[src/rtl/hazard_ctrl_pkg.sv]
// Shared constants and types for the pipeline hazard controller:
// register-index width, forwarding selector codes, FSM states and watchdog default.
package hazard_ctrl_pkg;

  localparam int RFIDX_W         = 5;
  localparam int DEFAULT_TIMEOUT = 256;

  typedef enum logic [1:0] {
    FWD_RF    = 2'b00,
    FWD_MEMWB = 2'b01,
    FWD_EXMEM = 2'b10
  } fwd_sel_e;

  typedef enum logic {
    HZ_RUN      = 1'b0,
    HZ_MEM_WAIT = 1'b1
  } hz_state_e;

endpackage

[src/rtl/hazard_ctrl_fwd_unit.sv]
// EX-stage operand forwarding select for one source operand.
// The EX/MEM result is newer than MEM/WB, so it wins; x0 never forwards.
module hazard_ctrl_fwd_unit
  import hazard_ctrl_pkg::*;
(
  input  logic [RFIDX_W-1:0] ex_rs_idx,
  input  logic [RFIDX_W-1:0] mem_rd_idx,
  input  logic               mem_reg_write,
  input  logic [RFIDX_W-1:0] wb_rd_idx,
  input  logic               wb_reg_write,
  output logic [1:0]         sel
);

  always_comb begin
    // NOTE: every always_comb output gets a default first so no path infers a latch.
    sel = FWD_RF;
    if (mem_reg_write && (mem_rd_idx != '0) && (mem_rd_idx == ex_rs_idx))
      sel = FWD_EXMEM;
    else if (wb_reg_write && (wb_rd_idx != '0) && (wb_rd_idx == ex_rs_idx))
      sel = FWD_MEMWB;
  end

endmodule

[src/rtl/hazard_ctrl.sv]
// Pipeline sequencing controller for the 5-stage core: enables/flushes, PC redirect,
// memory-wait FSM with watchdog, operand forwarding and a stall-cycle counter.
module hazard_ctrl
  import hazard_ctrl_pkg::*;
#(
  parameter int TIMEOUT = DEFAULT_TIMEOUT,
  parameter int CNT_W   = 32
) (
  input  logic               clk,
  input  logic               rst,
  input  logic [RFIDX_W-1:0] id_rs1_idx,
  input  logic [RFIDX_W-1:0] id_rs2_idx,
  input  logic               id_rs1_used,
  input  logic               id_rs2_used,
  input  logic [RFIDX_W-1:0] ex_rs1_idx,
  input  logic [RFIDX_W-1:0] ex_rs2_idx,
  input  logic [RFIDX_W-1:0] ex_rd_idx,
  input  logic               ex_reg_write,
  input  logic               ex_memtoreg,
  input  logic [RFIDX_W-1:0] mem_rd_idx,
  input  logic               mem_reg_write,
  input  logic [RFIDX_W-1:0] wb_rd_idx,
  input  logic               wb_reg_write,
  input  logic               dmem_req,
  input  logic               dmem_ready,
  input  logic               ex_branch_taken,
  input  logic               flush_all,
  output logic               pc_en,
  output logic               ifid_en,
  output logic               idex_en,
  output logic               exmem_en,
  output logic               memwb_en,
  output logic               ifid_flush,
  output logic               idex_flush,
  output logic               exmem_flush,
  output logic               memwb_flush,
  output logic               pc_redirect,
  output logic [1:0]         fwd_a_sel,
  output logic [1:0]         fwd_b_sel,
  output logic               dmem_timeout,
  output logic [CNT_W-1:0]   stall_cnt
);

  localparam int WD_W = (TIMEOUT > 2) ? $clog2(TIMEOUT) : 1;
  localparam logic [WD_W-1:0] WD_LAST = WD_W'(TIMEOUT - 1);

  hz_state_e       state, state_next;
  logic [WD_W-1:0] wd_cnt, wd_next;
  logic            mem_stall, wd_fire, hold, luse;

  assign mem_stall = dmem_req & ~dmem_ready;
  assign wd_fire   = (state == HZ_MEM_WAIT) & ~dmem_ready & (wd_cnt == WD_LAST);
  // A watchdog expiry is treated as completion, so it releases the freeze.
  assign hold      = mem_stall & ~wd_fire;
  assign luse      = ex_memtoreg & ex_reg_write & (ex_rd_idx != '0) &
                     ((id_rs1_used & (id_rs1_idx == ex_rd_idx)) |
                      (id_rs2_used & (id_rs2_idx == ex_rd_idx)));

  always_comb begin
    state_next = state;
    wd_next    = wd_cnt;
    if (flush_all) begin
      state_next = HZ_RUN;
      wd_next    = '0;
    end else begin
      unique case (state)
        HZ_RUN: begin
          wd_next = '0;
          if (mem_stall) state_next = HZ_MEM_WAIT;
        end
        HZ_MEM_WAIT: begin
          if (dmem_ready || wd_fire) begin
            state_next = HZ_RUN;
            wd_next    = '0;
          end else begin
            wd_next = wd_cnt + WD_W'(1);
          end
        end
        default: begin
          state_next = HZ_RUN;
          wd_next    = '0;
        end
      endcase
    end
  end

  always_comb begin
    {pc_en, ifid_en, idex_en, exmem_en, memwb_en}         = '1;
    {ifid_flush, idex_flush, exmem_flush, memwb_flush}    = '0;
    pc_redirect  = 1'b0;
    dmem_timeout = wd_fire;
    if (rst) begin
      {pc_en, ifid_en, idex_en, exmem_en, memwb_en}      = '0;
      {ifid_flush, idex_flush, exmem_flush, memwb_flush} = '1;
      dmem_timeout = 1'b0;
    end else if (flush_all) begin
      pc_redirect  = 1'b1;
      {ifid_flush, idex_flush, exmem_flush} = '1;
      dmem_timeout = 1'b0;
    end else if (hold) begin
      {pc_en, ifid_en, idex_en, exmem_en} = '0;
      memwb_flush = 1'b1;
    end else if (ex_branch_taken) begin
      pc_redirect = 1'b1;
      ifid_flush  = 1'b1;
      idex_flush  = 1'b1;
    end else if (luse) begin
      pc_en      = 1'b0;
      ifid_en    = 1'b0;
      idex_flush = 1'b1;
    end
  end

  always_ff @(posedge clk) begin
    // NOTE: sequential state uses non-blocking assignments so every register samples pre-edge values.
    if (rst) begin
      state     <= HZ_RUN;
      wd_cnt    <= '0;
      stall_cnt <= '0;
    end else begin
      state  <= state_next;
      wd_cnt <= wd_next;
      if (!pc_en && !flush_all) stall_cnt <= stall_cnt + CNT_W'(1);
    end
  end

  hazard_ctrl_fwd_unit u_fwd_a (
    .ex_rs_idx     (ex_rs1_idx),
    .mem_rd_idx    (mem_rd_idx),
    .mem_reg_write (mem_reg_write),
    .wb_rd_idx     (wb_rd_idx),
    .wb_reg_write  (wb_reg_write),
    .sel           (fwd_a_sel)
  );

  hazard_ctrl_fwd_unit u_fwd_b (
    .ex_rs_idx     (ex_rs2_idx),
    .mem_rd_idx    (mem_rd_idx),
    .mem_reg_write (mem_reg_write),
    .wb_rd_idx     (wb_rd_idx),
    .wb_reg_write  (wb_reg_write),
    .sel           (fwd_b_sel)
  );

endmodule

[config.mk]
export PLATFORM = sky130hd
export DESIGN_NAME = hazard_ctrl
export DESIGN_NICKNAME = d
export VERILOG_FILES = /design/src/rtl/hazard_ctrl_pkg.sv /design/src/rtl/hazard_ctrl_fwd_unit.sv /design/src/rtl/hazard_ctrl.sv
export SDC_FILE = /design/constraint.sdc
export NUM_CORES = 1
export LEC_CHECK = 0
export CAP_MARGIN = 40
export CORE_MARGIN = 2
export CORE_UTILIZATION = 35
export DETAILED_ROUTE_END_ITERATION = 16
export PLACE_DENSITY = 0.61
export SLEW_MARGIN = 20
export SYNTH_ARGS = -nofsm -noshare
export SYNTH_HDL_FRONTEND = slang
export SYNTH_SLANG_ARGS = --single-unit
export TNS_END_PERCENT = 1
[constraint.sdc]
create_clock -name clk -period 5.5 [get_ports clk]
set_clock_uncertainty 0.1 [all_clocks]
set_input_delay 1.1 -clock clk [delete_from_list [all_inputs] [get_ports clk]]
set_output_delay 1.1 -clock clk [all_outputs]
set_load 0.005 [all_outputs]
==> run summary <==
* **outcome** finished clean
* **number of hold-repair buffers added at the cts stage** 0
* **Routed WL per cell** 13.6 um
* **Tightest Pin Transition** 705 ps
* **number of antenna-violating nets in the routed design** 0
* **post-route worst hold slack** 370 ps
* **weighted congestion at the end of routability-driven global placement** 0.825
* **switching power as a share of total power** 0.257
* **required time of the worst setup path** 4300 ps
* **number of hold violations in the final report** 0
* **fraction of final layout cells sized beyond drive strength 1** 0.0529
* **critical path type** in2out
* **Die Y** 89.7 um
* **launching element type of the critical path** input pin
* **first-pass GRT wire length** 10900 um
* **cell area after technology mapping** 0.00257 sq mm
* **number of resized instances in the post-cts repair step** 0
* **Seq/Total Area, Yosys** 0.320
* **accumulated negative setup slack** 0 ps
* **max-slew headroom at the worst pin** 0.530
* **number of clock buffers inserted by TritonCTS** 5
* **largest net degree at the start of global routing** 40
* **Tightest Hold Check Type** reg2reg
* **cell types with the largest area share after synthesis** dfxtp_1 (32%), xnor2_1 (6.5%), xor2_1 (6.1%)
* **area of the core** 0.00718 sq mm
* **count of endpoints failing setup in the final report** 0
* **endpoint arrival time on the critical path** 3340 ps
* **aggregate global routing overflow** 0
* **number of storage elements in the synthesis netlist** 41
* **count of flip-flops with a built-in enable after synthesis** 0
* **Synth Warn #** 0
* **area fraction of the dominant cell type after synthesis** 0.320
* **clock group share of total power** 0.348
* **Final Max Tran Viols** 0
* **TritonCTS clock tree** built
* **placed instance count** 488
* **number of global-route vias before repair** 2384
* **leading register cell type out of synthesis** dfxtp_1
* **ANT cells** 0
* **RSZ-0062 raised after global routing** false
* **number of top-level pins** 94
* **post-synthesis compound-gate area fraction** 0.164
* **highest fanout seen on the critical path** 3
* **Initial Util** 0.358
* **DPL Wire Length** 5020 um
* **area of all placed cells without fillers** 0.00361 sq mm
* **kind of end point of the critical path** output port
* **proportion of register bits with asynchronous set or reset after synthesis** 0
* **Clk pin slew, worst setup/hold paths** 80 ps
* **net switching component of the power** 0.160 mW
* **count of mapped cells out of synthesis** 311
* **count of buffers from port buffering** 93
* **net count of the mapped netlist** 360
* **top cell type by total area after synthesis** dfxtp_1
* **combinational family with the most area after synthesis** simple AND/OR/NAND/NOR gates
* **number of buffers on the longest clock path** 2
* **number of setup buffers added after CTS** 0
* **overall via count from detail_route** 2625
* **clock latency at the later pin of the worst-skew pair** 300 ps
* **count of max-cap constraint violations** 0
* **part of the cycle the worst path needs** 0.825
* **die width** 89.7 um
* **growth of design area from synthesis to finish** 40.5%
* **Tmin final** 4540 ps
* **via-per-instance ratio** 5.29
* **sequential group share of total power** 0.484
* **worst ir drop on vdd** 0.107 mV
* **post-placement cell area** 0.00351 sq mm
* **DRC violations left** 0
* **power density of the placed cells** 172 mW/mm^2
* **internal power of the cells** 0.460 mW
* **Simple-Gate Fraction of Synth Area** 0.296
* **number of standard cells in the layout, taps in and fillers out** 496
* **proportion of synthesized area in mux cells** 0.0171
* **fraction of the mapped netlist area in adder cells** 0.00975
* **Layout Nets** 445
* **clk root buf** clkbuf_8
* **Gate power share** 0.167
* **number of design-rule violations left by the first detailed-router iteration** 130
* **total routing resource utilization after global routing** 0.172
* **Std-Cell Rows** 31
* **count of filler cells inserted in the layout** 696
* **utilization after layout** 0.503
* **Die Outline Area** 0.00804 sq mm
* **post-synthesis share of cell area spent on xor and xnor gates** 0.126
* **syn avg cell area** 8.26 sq um
* **standby leakage power** 1.13 nW
* **maximum level of the CTS H-tree** 2
* **number of optimization iterations in the first detailed-route pass** 4
* **maximum frequency from static timing analysis** 220 MHz
* **total length of routed wires** 6730 um
* **initial antenna violation count** 0
* **unique cell type count in the Yosys netlist** 38
* **Num Clock Sinks** 41
per-stage QoR:
step                      total power [mW]  setup slack, ps
after floorplan                      0.354             1990
after global placement               0.407              987
after detailed placement             0.411              987
after CTS                            0.629              955
after global routing                 0.650              866
final                                0.620              963
cell usage after synthesis, types with 11 or more instances:
cell and instances:
xor2_1 18, or4_1 18, nand4_1 11, o31ai_1 14, dfxtp_1 41, nand2_1 18
o21ai_0 21, a21oi_1 31, nand3_1 26, or3_1 15, xnor2_1 19, nor2_1 21
layout make-up:
cell class | count | area [sq um] | share of cell area
Timing Repair Buffer | 95 | 966 | 0.268
Inverter | 5 | 18.8 | 0.00520
Multi-Input combinational cell | 248 | 1580 | 0.439
Clock buffer | 6 | 82.6 | 0.0229
Sequential cell | 41 | 821 | 0.227
Clock inverter | 2 | 13.8 | 0.00381
Tap cell | 99 | 124 | 0.0343
worst max-delay path: stages:
cell,delay (ps)
clkdlybuf4s50_1,460
or4_1,530
o21ai_0,250
nor4_1,120
nor4_1,320
clkdlybuf4s50_1,560
final timing paths:
path / cells past startpoint / end / start / slack [ps]
hold / removal: 1 / wd_cnt[0]$_SDFF_PP0_ / wd_cnt[0]$_SDFF_PP0_ / 370
setup / recovery: 6 / fwd_b_sel[0] / mem_rd_idx[0] / 960
hold reg to reg: 1 / wd_cnt[0]$_SDFF_PP0_ / wd_cnt[0]$_SDFF_PP0_ / 370
setup reg to reg: 8 / stall_cnt[17]$_SDFFE_PP0P_ / wd_cnt[0]$_SDFF_PP0_ / 3020
per-layer routing:
layer / GRT usage / share of wire
met1: 0.213 / 0.43
met3: 0.0494 / 0.066
met4: 0.0461 / 0.015
met5: 0 / 0
met2: 0.291 / 0.48
power by group through the flow:
stage / registers [mW] / logic [mW] / clock network, mW
2_1_floorplan: 0.307 / 0.0467 / 0
3_3_place_gp: 0.307 / 0.100 / 0
3_5_place_dp: 0.307 / 0.104 / 0
4_1_cts: 0.300 / 0.105 / 0.224
5_1_grt: 0.301 / 0.114 / 0.235
6_report: 0.300 / 0.104 / 0.216
registers in the layout, indices dropped and copies added, names as in the netlist:
| name | flops |
|---|---|
| state | 1 |
| wd_cnt | 8 |
| stall_cnt | 32 |
placed cells by master (no fill, tap or decap), types with 5 or more instances in the layout:
cell type,count
nand2_1,18
nand3_1,26
o31ai_1,14
or3_1,15
or4_1,18
inv_1,5
dfxtp_1,41
a21oi_1,31
clkbuf_8,6
clkdlybuf4s50_1,93
xnor2_1,19
nor2_1,21
o21ai_0,21
xor2_1,18
nand4_1,11
cell families after synthesis:
| family | count (synthesis) |
|---|---|
| adders and majority gates | 2 |
| DFF | 41 |
| and+or+nand+nor | 133 |
| muxes | 4 |
| buffers and inverters | 22 |
| AOI/OAI and AO/OA | 72 |
| xor gates and xnor gates | 37 |
(Power assumes the default switching activity.)
